File: src/rtl/policy_deck_shuffler.sv
// In-place Fisher-Yates shuffle of the low `count` deck bits, driven by a 16-bit Galois LFSR with rejection sampling.
// Optional SHUFFLE_ENTROPY_EN mixes entropy_in into the LFSR stream.
module policy_deck_shuffler #(
    parameter int unsigned N_CARDS   = 17,
    parameter int unsigned CNT_W     = 5,
    parameter logic [15:0] LFSR_SEED = 16'hACE1
) (
    input  logic               clk,
    input  logic               rst,
    input  logic               start,
    input  logic [N_CARDS-1:0] deck_in,
    input  logic [CNT_W-1:0]   count_in,
    input  logic               entropy_in,
    output logic               busy,
    output logic               done,
    output logic               valid,
    output logic [N_CARDS-1:0] deck_out
);

    typedef enum logic [1:0] {S_IDLE, S_DRAW, S_FIN} state_t;

    state_t             state_q, state_d;
    logic [N_CARDS-1:0] deck_q, deck_d;
    logic [CNT_W-1:0]   idx_q, idx_d;
    logic               valid_q, valid_d;
    logic [15:0]        lfsr_q, lfsr_d, lfsr_step;
    logic [CNT_W-1:0]   cand;
    logic [CNT_W-1:0]   n_clamp;

    assign cand    = lfsr_q[CNT_W-1:0];
    assign n_clamp = (count_in > CNT_W'(N_CARDS)) ? CNT_W'(N_CARDS) : count_in;

    always_comb begin
        lfsr_step = {1'b0, lfsr_q[15:1]} ^ (lfsr_q[0] ? 16'hB400 : 16'h0000);
    end

`ifdef SHUFFLE_ENTROPY_EN
    logic [15:0] lfsr_mix;

    // Entropy can drive the register to zero, so reseed rather than lock up.
    always_comb begin
        lfsr_mix = lfsr_step ^ {15'd0, entropy_in};
        lfsr_d   = (lfsr_mix == '0) ? LFSR_SEED : lfsr_mix;
    end
`else
    logic unused_entropy;

    assign unused_entropy = entropy_in;
    assign lfsr_d         = lfsr_step;
`endif

    always_ff @(posedge clk) begin
        if (rst) begin
            state_q <= S_IDLE;
            deck_q  <= '0;
            idx_q   <= '0;
            valid_q <= 1'b0;
            lfsr_q  <= LFSR_SEED;
        end else begin
            state_q <= state_d;
            deck_q  <= deck_d;
            idx_q   <= idx_d;
            valid_q <= valid_d;
            lfsr_q  <= lfsr_d;
        end
    end

    always_comb begin
        state_d = state_q;
        deck_d  = deck_q;
        idx_d   = idx_q;
        valid_d = valid_q;
        case (state_q)
            S_IDLE: begin
                if (start) begin
                    deck_d  = deck_in;
                    idx_d   = (n_clamp == '0) ? '0 : n_clamp - 1'b1;
                    valid_d = 1'b0;
                    state_d = S_DRAW;
                end
            end
            S_DRAW: begin
                if (idx_q == '0) begin
                    state_d = S_FIN;
                end else if (cand <= idx_q) begin
                    deck_d[idx_q] = deck_q[cand];
                    deck_d[cand]  = deck_q[idx_q];
                    idx_d         = idx_q - 1'b1;
                end
            end
            S_FIN: begin
                valid_d = 1'b1;
                state_d = S_IDLE;
            end
            default: state_d = S_IDLE;
        endcase
    end

    always_comb begin
        busy = (state_q != S_IDLE);
        done = (state_q == S_FIN);
    end

    assign valid    = valid_q;
    assign deck_out = deck_q;

endmodule

File: config.mk
export PLATFORM = sky130hd
export DESIGN_NAME = policy_deck_shuffler
export DESIGN_NICKNAME = d
export VERILOG_FILES = /design/src/rtl/policy_deck_shuffler.sv
export SDC_FILE = /design/constraint.sdc
export NUM_CORES = 1
export LEC_CHECK = 0
export ABC_AREA = 0
export CAP_MARGIN = 5
export CELL_PAD_IN_SITES_DETAIL_PLACEMENT = 0
export CELL_PAD_IN_SITES_GLOBAL_PLACEMENT = 2
export CORE_MARGIN = 2
export CORE_UTILIZATION = 37
export CTS_CLUSTER_DIAMETER = 150
export DETAILED_ROUTE_END_ITERATION = 8
export DONT_BUFFER_PORTS = 1
export GPL_TIMING_DRIVEN = 0
export PLACE_DENSITY = 0.78
export SLEW_MARGIN = 30
export SYNTH_ARGS = -nofsm -noshare
export SYNTH_HDL_FRONTEND = slang
export SYNTH_SLANG_ARGS = --single-unit
File: constraint.sdc
create_clock -name clk -period 3 [get_ports clk]
set_input_delay 0.3 -clock clk [delete_from_list [all_inputs] [get_ports clk]]
set_output_delay 0.3 -clock clk [all_outputs]
set_load 0.005 [all_outputs]
==> results.json, run 1 <==
{
  "status": "finished, final reports clean",
  "wire_per_inst_um": 21.1,
  "critPathMaxStageDelay_ps": 460,
  "core_sq_um": 7690,
  "die_w_um": 92.8,
  "hold_viol_final": 0,
  "seq_power_share": 0.386,
  "grt_pass1_vias": 2816,
  "wirelength_mm": 10.4,
  "ys_seq_elements": 41,
  "vias": 2955,
  "comb_power_share": 0.334,
  "grt_pass1_wl_mm": 16.2,
  "maxCapViolCount": 0,
  "worstMarginPinSlew_ps": 693,
  "synthesis.area_sq_um": 2920,
  "io_pins": 46,
  "vias_per_cell": 6.01,
  "crit_type": "reg -> reg",
  "r2r-end": "deck_out[2]$_SDFFE_PP0P_",
  "min_path_cells": 2,
  "gr-total-overflow": 0,
  "syn_area_per_cell_sq_um": 7.62,
  "synth-xor-area-share": 0.0120,
  "drc": 0,
  "cts.clk_slew.worst_paths_ps": 100,
  "cts.sinks": 41,
  "synthCells": 383,
  "synth_top_family_by_area": "simple AND/OR/NAND/NOR gates",
  "synth_fp_nets": 419,
  "post-dp-hpwl_mm": 7.42,
  "finalSetupTns_ps": 0,
  "cp_max_fo": 10,
  "leakage_uw": 0.00110,
  "fin_cells": 492,
  "setup_viol": 0,
  "root_buffer": "clkbuf_8",
  "fmax_mhz": 353,
  "rr_startpoint": "idx_q[0]$_SDFFE_PP0P_",
  "cp-start-kind": "register",
  "powerDensity_nw_per_um2": 546,
  "crit_top_cell": "buf_6",
  "power_uw": 1730,
  "dr.first_iter.drc_count": 296,
  "place_congestion": 0.877,
  "area_growth_pct": 8.45,
  "ys_seq_area_frac": 0.281,
  "fin_crit_ps": 2830,
  "die_area_sq_um": 8610,
  "synth_compound_area_frac": 0.227,
  "nNetsFinal": 425,
  "cts_made_buffers": 5,
  "initial_core_util": 0.379,
  "cp_data_required_time_ps": 3260,
  "die_h_um": 92.8,
  "cts_tree": "built",
  "ys_warn_count": 0,
  "arrival_ps": 3100,
  "grtUsageTotal": 0.248,
  "rsz0062_at_grt": "no",
  "synth-edff-count": 0,
  "path_cells": "buf_2 -> inv_1 -> ha_1 -> a31o_1 -> nand4b_1 -> and2_1 -> buf_6 -> buf_6 -> or4_1 -> nand3_1",
  "internal_power_uw": 1050,
  "n_fill_cell": 828,
  "insertion_delay_ps": 310,
  "grt_start_max_net_pins": 15,
  "r2r_slack_ps": 170,
  "synth-simple-area-share": 0.309,
  "ir_drop_mv": 0.272,
  "drt_first_pass_iters": 5,
  "cts_max_level": 2,
  "post-place-cells": 485,
  "synthMuxAreaShare": 0.0639,
  "drv_slew": 0,
  "async_flop_share": 0,
  "reg2reg_depth": 10,
  "ant_nets": 0,
  "portBuffers": 0,
  "hp-class": "in -> reg",
  "period_share": 0.945,
  "antenna_found_initial": 0,
  "synth_cell_types": 49,
  "synthFlopType": "dfxtp_1",
  "synthAdderAreaFrac": 0.0429,
  "slew_headroom": 0.536,
  "layout-drive-gt1-share": 0.0897,
  "holdPathEnd": "deck_out[0]$_SDFFE_PP0P_",
  "end_kind": "register",
  "fp-row-count": 32,
  "cp_num_buf_inv": 4,
  "holdBufCountCts": 0,
  "cp_slowest_cell": "or4_1",
  "diodes": 0,
  "worstHoldStart": "deck_in[0]",
  "switching_power_uw": 672,
  "clockBufferDepth": 2,
  "clkPwrFrac": 0.279,
  "swShare": 0.389,
  "crit_family": "simple AND/OR/NAND/NOR gates",
  "skew_ps": 13.5
}
==> cells by family after synthesis <==
group	Yosys count
simple gates	169
fa+ha+maj	10
xor+xnor	4
flops	41
buf+inv	43
mux	11
compound gates	105
==> sequential cells by signal (all words and copies together), names as in the netlist <==
signal	count
idx_q	5
deck_out	17
lfsr_q	16
valid	1
state_q	2
==> layout make-up <==
cell class	count	area [sq um]	share of cell area
flip-flops and latches	41	821	0.259
multi-input cells	299	1920	0.606
inverters	9	33.8	0.0107
well taps	102	128	0.0403
plain buffers	33	150	0.0475
clock inverters	3	46.3	0.0146
clock buffers	5	68.8	0.0218
==> worst max path at each step <==
stage	startpoint	to	slack [ps]	depth (start not counted)
2_1_floorplan	idx_q[1]$_SDFFE_PP0P_	deck_out[2]$_SDFFE_PP0P_	610	11
3_3_place_gp	idx_q[1]$_SDFFE_PP0P_	deck_out[1]$_SDFFE_PP0P_	-60	9
3_5_place_dp	idx_q[1]$_SDFFE_PP0P_	deck_out[1]$_SDFFE_PP0P_	-50	9
4_1_cts	idx_q[1]$_SDFFE_PP0P_	deck_out[2]$_SDFFE_PP0P_	50	10
5_1_grt	idx_q[0]$_SDFFE_PP0P_	deck_out[2]$_SDFFE_PP0P_	30	10
6_report	idx_q[0]$_SDFFE_PP0P_	deck_out[2]$_SDFFE_PP0P_	170	10
==> cells in the mapped netlist, drive strengths merged, types with 7 or more instances <==
cell type / number / share of area
o21ai: 31 / 0.053
nand3: 21 / 0.036
o211ai: 11 / 0.028
dfxtp: 41 / 0.28
nor3: 19 / 0.036
a21oi: 29 / 0.050
nor2b: 28 / 0.060
inv: 9 / 0.012
nand4: 12 / 0.026
or4: 8 / 0.021
nor2: 36 / 0.047
ha: 10 / 0.043
a211oi: 10 / 0.027
buf: 11 / 0.022
nand2: 23 / 0.030
clkbuf: 23 / 0.030
or2: 7 / 0.015
==> per-stage QoR <==
stage               instance area, sq um  setup WS (ps)  hold slack [ps]  utilization
CTS                                 3160           50.8              160        0.411
global route                        3160           27.1              186        0.411
global placement                    3040          -64.3              393        0.396
detailed placement                  3040          -53.2              393        0.396
floorplan                           2920            610              389            -
finish                              3160            166              161        0.411
==> routing by layer <==
layer,share of wire,vias up,GRT usage
met1,0.46,1415,0.346
met5,0,-,0
met4,0.016,0,0.0760
li1,-,1421,-
met2,0.45,109,0.384
met3,0.068,10,0.0504
==> power by group through the flow <==
stage,clock (uW),combinational (uW),sequential [uW]
final,483,577,667
after global routing,507,632,678
after CTS,492,566,667
after detailed placement,0,564,680
after global placement,0,567,678
after floorplan,0,408,656
==> cells in the final DEF (no fill, tap or decap), types with 3 or more instances in the layout <==
cell type and count:
xnor2_1 3, buf_2 4, clkbuf_1 20, nand2_1 23
nand3_1 21, o21ai_1 10, mux4_2 6, a21oi_1 29
or2_2 6, or4_1 8, clkbuf_8 5, ha_1 10
and3_1 3, a221oi_1 6, o21ai_0 21, buf_1 4
o221ai_1 5, a211oi_1 9, nand2b_1 5, nand4_1 12
inv_1 9, nor3_1 16, nor2b_1 28, o211ai_1 11
dfxtp_1 41, nor3_2 3, mux2i_1 4, a31oi_1 3
nor2_1 35
==> repair_timing <==
action,4_1_cts,5_1_grt
resized for setup,1,2
endpoints found under the setup margin,5,15
buffers inserted,0,0
(Power assumes the default switching activity.)
==> inputs of run 2 (changes only) <==
--- a/config.mk
+++ b/config.mk
@@ -9,7 +9,6 @@
 export CAP_MARGIN = 5
 export CELL_PAD_IN_SITES_DETAIL_PLACEMENT = 0
 export CELL_PAD_IN_SITES_GLOBAL_PLACEMENT = 2
-export CORE_MARGIN = 2
 export CORE_UTILIZATION = 37
 export CTS_CLUSTER_DIAMETER = 150
 export DETAILED_ROUTE_END_ITERATION = 8
==> results.json, run 2 (synthesized netlist as in run 1, its figures left out) <==
{
  "period_share": 0.931,
  "hold_viol_final": 0,
  "grtUsageTotal": 0.253,
  "antenna_found_initial": 0,
  "largest_reg_flops": 17,
  "core_sq_um": 7690,
  "cts.clk_slew.worst_paths_ps": 100,
  "initial_core_util": 0.379,
  "post-dp-hpwl_mm": 7.25,
  "ant_nets": 0,
  "cts_tree": "built",
  "post-cts-setup-buffers": 0,
  "crit_type": "reg -> reg",
  "skew_ps": 6.87,
  "cp-start-kind": "register",
  "setup_viol": 0,
  "cp_data_required_time_ps": 3260,
  "powerDensity_nw_per_um2": 529,
  "grt_start_max_net_pins": 16,
  "fin_crit_ps": 2790,
  "ir_drop_mv": 0.238,
  "cts_max_level": 2,
  "place_congestion": 0.837,
  "vias": 2924,
  "root_buffer": "clkbuf_8",
  "dr.first_iter.drc_count": 197,
  "slew_headroom": 0.538,
  "finalSetupTns_ps": 0,
  "worstMarginPinSlew_ps": 689,
  "end_kind": "register",
  "holdBufCountCts": 0,
  "maxCapViolCount": 0,
  "mostFrequentLayoutCells": "41 x dfxtp_1, 35 x nor2_1, 29 x a21oi_1, 28 x nor2b_1, 23 x nand2_1",
  "grt_pass1_vias": 2855,
  "area_growth_pct": 7.72,
  "insertion_delay_ps": 310,
  "vias_per_cell": 5.94,
  "die_h_um": 90.8,
  "wirelength_mm": 10.2,
  "fmax_mhz": 358,
  "clockBufferDepth": 2,
  "io_pins": 46,
  "cts.sinks": 41,
  "cp_max_fo": 10,
  "leakage_uw": 0.00109,
  "grt_pass1_wl_mm": 16.0,
  "wire_per_inst_um": 20.7,
  "cts_made_buffers": 5,
  "drv_slew": 0,
  "portBuffers": 0,
  "layout-drive-gt1-share": 0.0897,
  "rsz0062_at_grt": "no",
  "status": "finished, final reports clean",
  "gr-total-overflow": 0,
  "drc": 0,
  "nNetsFinal": 425,
  "diodes": 0,
  "die_area_sq_um": 8240,
  "power_uw": 1660,
  "drt_first_pass_iters": 5,
  "layout_commonest_cell": "dfxtp_1",
  "fp-row-count": 32,
  "arrival_ps": 3050,
  "hp-class": "in -> reg",
  "die_w_um": 90.8
}
run 2: cell types whose count changed in the layout (fill, tap and decap cells not counted), sizes merged:
| cell | change |
|---|---|
| bufinv | -1 |
| inv | +1 |
run 2: critical path, cell delays in order (launching register included):
cell	delay, ps
dfxtp_1	390
buf_2	290
inv_1	140
ha_1	360
a31o_1	320
nand4b_1	240
and2_1	180
buf_6	130
buf_6	140
or4_1	460
nand3_1	70
run 2: what timing repair did:
action,4_1_cts,5_1_grt
setup endpoints to repair,5,16
gates resized for setup,1,2
pin swaps,0,0
run 2: routing by layer:
layer / wire length (um) / vias up / share of wire / global-route usage
met3: 669 / 14 / 0.066 / 0.0455
met4: 147 / 0 / 0.014 / 0.0847
met5: 0 / - / 0 / 0
li1: - / 1415 / - / -
met1: 4660 / 1390 / 0.46 / 0.339
met2: 4710 / 105 / 0.46 / 0.407
run 2: power by group:
group          leakage [uW]  switching, uW  internal (uW)
clock network     0.0000447            249            169
registers          0.000338           64.0            603
logic              0.000712            374            202
run 2: path summary, 6_finish.rpt:
path / start / endpoint / cells after the start / slack (ps)
worst max register to register: idx_q[0]$_SDFFE_PP0P_ / deck_out[2]$_SDFFE_PP0P_ / 10 / 210
worst max-delay path: idx_q[0]$_SDFFE_PP0P_ / deck_out[2]$_SDFFE_PP0P_ / 10 / 210
worst min register to register: lfsr_q[7]$_SDFF_PP1_ / lfsr_q[6]$_SDFF_PP1_ / 1 / 420
worst min-delay path: deck_in[0] / deck_out[0]$_SDFFE_PP0P_ / 2 / 160
run 2: through the flow:
stage / worst slack, ps / area, sq um / instances / hold WS, ps / util
after floorplan: 610 / 2920 / 383 / 389 / -
after detailed placement: -63.0 / 3040 / 485 / 395 / 0.396
after global placement: -53.7 / 3040 / 485 / 394 / 0.396
after global routing: 83.5 / 3140 / 492 / 179 / 0.409
final: 207 / 3140 / 492 / 164 / 0.409
after CTS: 53.4 / 3140 / 492 / 157 / 0.408
run 2: area by class of cell:
cell class	count	area, sq um
flip-flops and latches	41	821
clock buffers	5	68.8
clock inverters	3	25.0
multi-input cells	299	1920
well taps	102	128
plain buffers	33	150
fillers	815	4550
inverters	9	33.8
